<file path="config.mk">
export PLATFORM = sky130hd
export DESIGN_NAME = reg_write_arbiter
export DESIGN_NICKNAME = d
export VERILOG_FILES = /design/src/rtl/reg_write_arbiter_pkg.sv /design/src/rtl/reg_write_arbiter_dff_reg.sv /design/src/rtl/reg_write_arbiter.sv
export SDC_FILE = /design/constraint.sdc
export NUM_CORES = 1
export LEC_CHECK = 0
export ABC_AREA = 1
export CAP_MARGIN = 30
export CORE_MARGIN = 2
export CORE_UTILIZATION = 39
export CTS_CLUSTER_DIAMETER = 80
export DETAILED_ROUTE_END_ITERATION = 10
export GPL_TIMING_DRIVEN = 0
export HOLD_SLACK_MARGIN = 0.08
export PLACE_DENSITY_LB_ADDON = 0.3
export SYNTH_ARGS = -nofsm -noshare
export SYNTH_HDL_FRONTEND = slang
export SYNTH_SLANG_ARGS = --single-unit
</file>
<file path="constraint.sdc">
create_clock -name clk -period 1.4 [get_ports clk]
set_clock_uncertainty 0.05 [all_clocks]
set_input_delay 0.14 -clock clk [delete_from_list [all_inputs] [get_ports clk]]
set_output_delay 0.14 -clock clk [all_outputs]
set_load 0.02 [all_outputs]
</file>
<file path="src/rtl/reg_write_arbiter_pkg.sv">
// rtl/reg_write_arbiter_pkg.sv - shared state encoding and default widths for the write arbiter
package reg_write_arbiter_pkg;

    localparam int DEF_WIDTH = 8;
    localparam int DEF_CNT_W = 8;

    typedef enum logic [1:0] {
        IDLE = 2'd0,
        WR0  = 2'd1,
        WR1  = 2'd2
    } state_e;

endpackage

</file>
<file path="src/rtl/reg_write_arbiter_dff_reg.sv">
// rtl/reg_write_arbiter_dff_reg.sv - load-enabled data register with async active-low reset
module dff_reg
    import reg_write_arbiter_pkg::*;
#(
    parameter int WIDTH = DEF_WIDTH
) (
    input  logic             clk,
    input  logic             rst_n,
    input  logic             en_i,
    input  logic [WIDTH-1:0] d_i,
    output logic [WIDTH-1:0] q_o
);

    logic [WIDTH-1:0] q_q;

    always_ff @(posedge clk or negedge rst_n) begin
        if (!rst_n) begin
            q_q <= '0;
        end else if (en_i) begin
            q_q <= d_i;
        end
    end

    assign q_o = q_q;

endmodule

</file>
<file path="src/rtl/reg_write_arbiter.sv">
// rtl/reg_write_arbiter.sv - two-requester round-robin writer to a shared register
module reg_write_arbiter
    import reg_write_arbiter_pkg::*;
#(
    parameter int WIDTH = DEF_WIDTH,
    parameter int CNT_W = DEF_CNT_W
) (
    input  logic             clk,
    input  logic             Reset,
    input  logic             req0,
    input  logic [WIDTH-1:0] D0,
    input  logic             req1,
    input  logic [WIDTH-1:0] D1,
    output logic             gnt0,
    output logic             gnt1,
    output logic [WIDTH-1:0] Q,
    output logic             busy,
    output logic [CNT_W-1:0] wr_count
);

    state_e           state_q, state_d;
    logic             last_q, last_d;
    logic             gnt0_q, gnt1_q;
    logic [CNT_W-1:0] cnt_q, cnt_d;
    logic             load_en;
    logic [WIDTH-1:0] load_data;

    always_comb begin
        state_d   = state_q;
        last_d    = last_q;
        cnt_d     = cnt_q;
        load_en   = 1'b0;
        load_data = D0;
        case (state_q)
            IDLE: begin
                // On contention the requester that did not win last time goes first.
                if (req0 && req1) begin
                    state_d = last_q ? WR0 : WR1;
                end else if (req0) begin
                    state_d = WR0;
                end else if (req1) begin
                    state_d = WR1;
                end
            end
            WR0: begin
                state_d   = IDLE;
                load_en   = 1'b1;
                load_data = D0;
                last_d    = 1'b0;
            end
            WR1: begin
                state_d   = IDLE;
                load_en   = 1'b1;
                load_data = D1;
                last_d    = 1'b1;
            end
            default: begin
                state_d = IDLE;
            end
        endcase
        if (load_en && (cnt_q != {CNT_W{1'b1}})) begin
            cnt_d = cnt_q + CNT_W'(1);
        end
    end

    always_ff @(posedge clk or negedge Reset) begin
        if (!Reset) begin
            state_q <= IDLE;
            last_q  <= 1'b1;
            gnt0_q  <= 1'b0;
            gnt1_q  <= 1'b0;
            cnt_q   <= '0;
        end else begin
            state_q <= state_d;
            last_q  <= last_d;
            gnt0_q  <= (state_d == WR0);
            gnt1_q  <= (state_d == WR1);
            cnt_q   <= cnt_d;
        end
    end

    dff_reg #(
        .WIDTH(WIDTH)
    ) u_q_reg (
        .clk   (clk),
        .rst_n (Reset),
        .en_i  (load_en),
        .d_i   (load_data),
        .q_o   (Q)
    );

    assign gnt0     = gnt0_q;
    assign gnt1     = gnt1_q;
    assign busy     = (state_q != IDLE);
    assign wr_count = cnt_q;

endmodule

</file>
==> impl_metrics.json, run 1 <==
{
  "setup-tns-final_ns": 0,
  "final_area_um2": 1600,
  "hold_viol": 0,
  "layout.nets": 208,
  "arrival_ns": 1.18,
  "slew_violations": 0,
  "initial_core_util": 0.404,
  "syn_to_final_growth_pct": 46.2,
  "numCtsBuffers": 3,
  "r2r_end": "wr_count[5]",
  "cts-hold-fix-buffers": 0,
  "synth_common_cells": "45 x nand2_1, 20 x dfrtp_1, 14 x inv_1",
  "ant_nets": 0,
  "fillers": 243,
  "num_rows": 19,
  "gp_congestion": 0.767,
  "period_share": 0.975,
  "yosysWarningCount": 0,
  "critPathRequiredTime_ns": 1.21,
  "viasPerCell": 4.84,
  "hpwl_um": 1880,
  "diodes": 0,
  "ys_ff_latch": 21,
  "muxShareOfSynthArea": 0,
  "outcome": "complete, no violations",
  "startpoint_type": "flip-flop",
  "port_buffers": 38,
  "synth.avg_cell_area_um2": 7.98,
  "yosysTopAreaCell": "dfrtp_1",
  "top_level_ports": 39,
  "synth.net_count": 160,
  "hold_path_class": "primary input to async pin",
  "p_leak_nw": 0.807,
  "dp_slack_ns": -0.0793,
  "max_cap_violations": 0,
  "min_period_ns": 1.37,
  "layout_setup_ws_ns": 0.0347,
  "cts_tree": "done",
  "synth_top_family_by_area": "simple AND/OR/NAND/NOR gates",
  "critical_path.max_fanout": 7,
  "yosysTopAreaCellShare": 0.458,
  "synthAdderAreaFrac": 0.0343,
  "clk_latency_ns": 0.31,
  "cts_buffer_depth": 2,
  "design.die.area_um2": 3240,
  "yosysMostFrequentCell": "nand2_1",
  "grt_pass1_wl_um": 4200,
  "synth-async-reset-ratio": 1.00,
  "reg2reg_depth": 9,
  "max_slew_margin": 0.815,
  "crit_path_cell_trace": "dlygate4sd2_1",
  "r2r-start": "state_q[1]",
  "htree_levels": 1,
  "routed_wl_um": 2590,
  "reg2reg_slack_ns": 0.07,
  "hold-worst-slack_ns": 0.127,
  "path_class": "flip-flop to output pin",
  "grt_antenna_before_repair": 0,
  "cts.sinks": 21,
  "die_h_um": 57.0,
  "total_power_w": 0.00297,
  "synth_compound_area_frac": 0.0709,
  "synth_xor_area_frac": 0.00801,
  "detail_route.iter0.violations": 15,
  "setup-violations-final": 0,
  "die_w_um": 57.0,
  "synth_edf_count": 0,
  "yosys.area_share.simple": 0.323,
  "post_dp_cell_area_um2": 1510,
  "power_density_nw_per_um2": 1860,
  "grt-ovfl-total": 0,
  "avgRoutedWirePerCell_um": 12.0,
  "grt_pass1_vias": 984,
  "fmax_mhz": 732,
  "num_vias": 1041,
  "clockRootBuffer": "clkbuf_4",
  "cp-end-kind": "output pin",
  "multi_input_area_um2": 499,
  "yosys-top-cells-area": "dfrtp_1 46%, nand2_1 15%, inv_1 4.8%",
  "grt_max_degree": 22,
  "yosysSeqAreaShare": 0.482,
  "tightest_slew_ns": 0.278,
  "peakVddDrop_uv": 1060,
  "layout-drive-gt1-share": 0.174,
  "slowest_stage": "dfrtp_1",
  "core_region_area_um2": 2710,
  "seqCellArea_um2": 529,
  "drt-pass1-iter-count": 3,
  "rsz0062_at_grt": "yes",
  "worst-path-buf-inv": 1,
  "syn-instance-count": 137,
  "ys.flop_type": "dfrtp_1",
  "max_stage_delay_ns": 0.50,
  "cp_top_family": "flip-flops",
  "synth_area_um2": 1090,
  "drc": 0,
  "path_clk_slew_ns": 0.12,
  "synth_cell_type_count": 21,
  "track_usage": 0.166
}
## kinds of logic after synthesis
kind of cell | count (synthesis)
simple gates | 78
buf+inv | 21
flops | 21
compound gates | 13
fa+ha+maj | 3
xor+xnor | 1
## sequential cells by signal, indices dropped and copies added (netlist names)
register and flops:
u_q_reg.q_o 8, wr_count 8, state_q 2, gnt0 1, gnt1 1, last_q 1
## final cells by class
class,count,area share
Sequential cell,21,0.331
Multi-Input combinational cell,95,0.312
Inverter,16,0.0391
Tap cell,31,0.0243
Buffer,3,0.0125
Timing Repair Buffer,45,0.264
Clock buffer,4,0.0164
## metal layers
| metal | track usage | part of all wire | up-vias |
|---|---|---|---|
| met3 | 0.0431 | 0.059 | 2 |
| met5 | 0 | 0 | - |
| li1 | - | - | 525 |
| met2 | 0.284 | 0.50 | 30 |
| met4 | 0.0797 | 0.017 | 0 |
| met1 | 0.193 | 0.43 | 484 |
## worst max-delay path by stage
stage                 from           to  slack, ns  cells after the start
2_1_floorplan  wr_count[0]  wr_count[5]       0.06                      6
3_3_place_gp    state_q[0]         busy      -0.04                      4
3_5_place_dp    state_q[0]         busy      -0.08                      4
4_1_cts         state_q[0]  wr_count[5]     0.0008                     10
5_1_grt         state_q[0]  wr_count[5]      -0.02                      9
6_report       wr_count[3]  wr_count[3]       0.03                      1
## power breakdown
group / internal [W] / switching, W / total [W] / leakage (nW)
Clock: 0.000111 / 0.000185 / 0.000296 / 0.0150
Combinational: 0.000694 / 0.000940 / 0.00163 / 0.536
Sequential: 0.000854 / 0.000183 / 0.00104 / 0.256
## metrics by stage
| stage | std cells | util |
|---|---|---|
| 2_1_floorplan | 137 | - |
| 3_3_place_gp | 206 | 0.558 |
| 3_5_place_dp | 206 | 0.558 |
| 4_1_cts | 215 | 0.579 |
| 5_1_grt | 215 | 0.590 |
| 6_report | 215 | 0.590 |
## cell usage in the layout, fill, tap and decap left out, drive strengths merged, types with 3 or more instances in the layout
cell type,synthesis,final
nand2,48,48
dfrtp,20,20
clkdlybuf4s50,0,19
dlygate4sd2,0,18
inv,16,16
nor2,16,16
nand3,10,10
buf,5,9
a31oi,8,8
clkbuf,0,6
ha,3,3
## what timing repair did
action	4_1_cts	5_1_grt
resized for setup	28	6
setup buffers	5	1
pin swaps	2	3
endpoints found under the setup margin	27	14
No activity file was read; power rests on OpenSTA's default activity.
==> run 2, diff against run 1 <==
--- a/config.mk
+++ b/config.mk
@@ -8,10 +8,9 @@
 export ABC_AREA = 1
 export CAP_MARGIN = 30
 export CORE_MARGIN = 2
-export CORE_UTILIZATION = 39
+export CORE_UTILIZATION = 40
 export CTS_CLUSTER_DIAMETER = 80
 export DETAILED_ROUTE_END_ITERATION = 10
-export GPL_TIMING_DRIVEN = 0
 export HOLD_SLACK_MARGIN = 0.08
 export PLACE_DENSITY_LB_ADDON = 0.3
 export SYNTH_ARGS = -nofsm -noshare
==> constraint.sdc (replaced) <==
create_clock -name clk -period 1.3 [get_ports clk]
set_clock_uncertainty 0.05 [all_clocks]
set_input_delay 0.13 -clock clk [delete_from_list [all_inputs] [get_ports clk]]
set_output_delay 0.13 -clock clk [all_outputs]
set_load 0.02 [all_outputs]
==> impl_metrics.json, run 2 (same netlist as run 1, synthesis figures left out) <==
{
  "cts-hold-fix-buffers": 0,
  "drt-pass1-iter-count": 5,
  "grt.met2_usage": 0.297,
  "place_inst": 212,
  "path_clk_slew_ns": 0.11,
  "seqCellArea_um2": 529,
  "hold_path_class": "primary input to async pin",
  "clockRootBuffer": "clkbuf_4",
  "grt_antenna_before_repair": 0,
  "stdcell_count": 217,
  "grt_pass1_wl_um": 4260,
  "hpwl_um": 1830,
  "cts_tree": "done",
  "routed_wl_um": 2510,
  "fillers": 218,
  "multi_input_area_um2": 534,
  "critPathRequiredTime_ns": 1.45,
  "worst_path_most_repeated_cell": "nand2_1",
  "avgRoutedWirePerCell_um": 11.6,
  "fmax_mhz": 776,
  "path_class": "flip-flop to flip-flop",
  "startpoint_type": "flip-flop",
  "grt-ovfl-total": 0,
  "tightest_slew_ns": 0.266,
  "gr-max-usage-layer": "met2",
  "r2r-start": "state_q[0]",
  "slowest_stage": "dfrtp_1",
  "detail_route.iter0.violations": 24,
  "diodes": 0,
  "top_level_ports": 39,
  "ant_nets": 0,
  "max_slew_margin": 0.822,
  "critical_path.max_fanout": 3,
  "num_vias": 1074,
  "layout.nets": 211,
  "max_stage_delay_ns": 0.38,
  "core_region_area_um2": 2540,
  "p_leak_nw": 0.822,
  "outcome": "complete, no violations",
  "cts_buffer_depth": 2,
  "layout-drive-gt1-share": 0.209,
  "initial_core_util": 0.430,
  "setup-violations-final": 0,
  "drc": 0,
  "numCtsBuffers": 3,
  "die_h_um": 56.3,
  "use_met3": 0.0346,
  "clk_latency_ns": 0.29,
  "syn_to_final_growth_pct": 50.8,
  "arrival_ns": 1.44,
  "hold_viol": 0,
  "min_period_ns": 1.29,
  "htree_levels": 1,
  "track_usage": 0.167,
  "gp_congestion": 0.817,
  "cp-end-kind": "flip-flop",
  "rsz0062_at_grt": "yes",
  "power_density_nw_per_um2": 2020,
  "design.die.area_um2": 3170,
  "max_cap_violations": 0,
  "viasPerCell": 4.95,
  "cts.sinks": 21,
  "die_w_um": 56.3,
  "grt_max_degree": 22,
  "layout_commonest_cell": "nand2_1",
  "slew_violations": 0,
  "peakVddDrop_uv": 1250,
  "final_cell_mix": "43 x nand2_1, 19 x clkdlybuf4s50_1, 18 x dfrtp_1",
  "port_buffers": 38,
  "gr-usage-met1": 0.193,
  "post-route-util": 0.648,
  "period_share": 0.991,
  "grt_pass1_vias": 1076,
  "setup.worst_path.start": "state_q[0]",
  "crit_path_cell_trace": "inv_2 -> ha_4 -> nand2_4 -> inv_2 -> nand2_2 -> nor2_4 -> nand2_1 -> nand2_1 -> nand2_1",
  "num_rows": 18
}
-- run 2: what timing repair did --
| action | in CTS | in global routing |
|---|---|---|
| endpoints found under the setup margin | 28 | 19 |
| gates resized for setup | 29 | 12 |
| setup buffers | 0 | 1 |
| pin swaps | 0 | 4 |
-- run 2: worst paths after layout --
check / endpoint / slack, ns / cells past startpoint
worst max-delay path: wr_count[5] / 0.01 / 9
worst min-delay path: gnt1 / 0.11 / 2
worst max register to register: wr_count[5] / 0.01 / 9
worst min register to register: wr_count[5] / 0.48 / 2
max in group asynchronous: last_q / 0.82 / 2
min in group clk: u_q_reg.q_o[0] / 0.33 / 3
-- run 2: metal layers --
metal | vias up | part of all wire
met5 | - | 0
met4 | 0 | 0.011
met3 | 4 | 0.081
met1 | 487 | 0.41
met2 | 48 | 0.50
li1 | 535 | -
-- run 2: stage by stage --
step	hold slack (ns)	power (W)	setup slack, ns	TNS [ns]	area (um2)
after global routing	0.162	0.00361	-0.0704	-0.369	1650
after detailed placement	0.445	0.00298	-0.137	-0.296	1570
after CTS	0.109	0.00319	-0.00733	-0.00733	1600
after floorplan	-0.216	0.00215	-0.0315	-0.0315	1100
final	0.110	0.00333	0.0120	0	1650
after global placement	0.445	0.00294	-0.104	-0.104	1570
-- run 2: final cells by class --
class | count | area share
clock buffers | 4 | 0.0159
multi-input cells | 95 | 0.324
inverters | 16 | 0.0364
repair buffers | 51 | 0.280
well taps | 30 | 0.0228
flip-flops and latches | 21 | 0.321
-- run 2: report_power, final --
group	internal, W	leakage (nW)	switching, W	total, W
sequential	0.000920	0.256	0.000152	0.00107
clock	0.000119	0.0150	0.000189	0.000308
combinational	0.000850	0.551	0.00110	0.00195
-- run 2: critical path: cells and delay by family (launching register included) --
kind	cells	cell delay, ns
flip-flops	1	0.38
AND/OR/NAND/NOR	6	0.35
adder cells (fa/ha/maj)	1	0.29
buffers and inverters	2	0.11
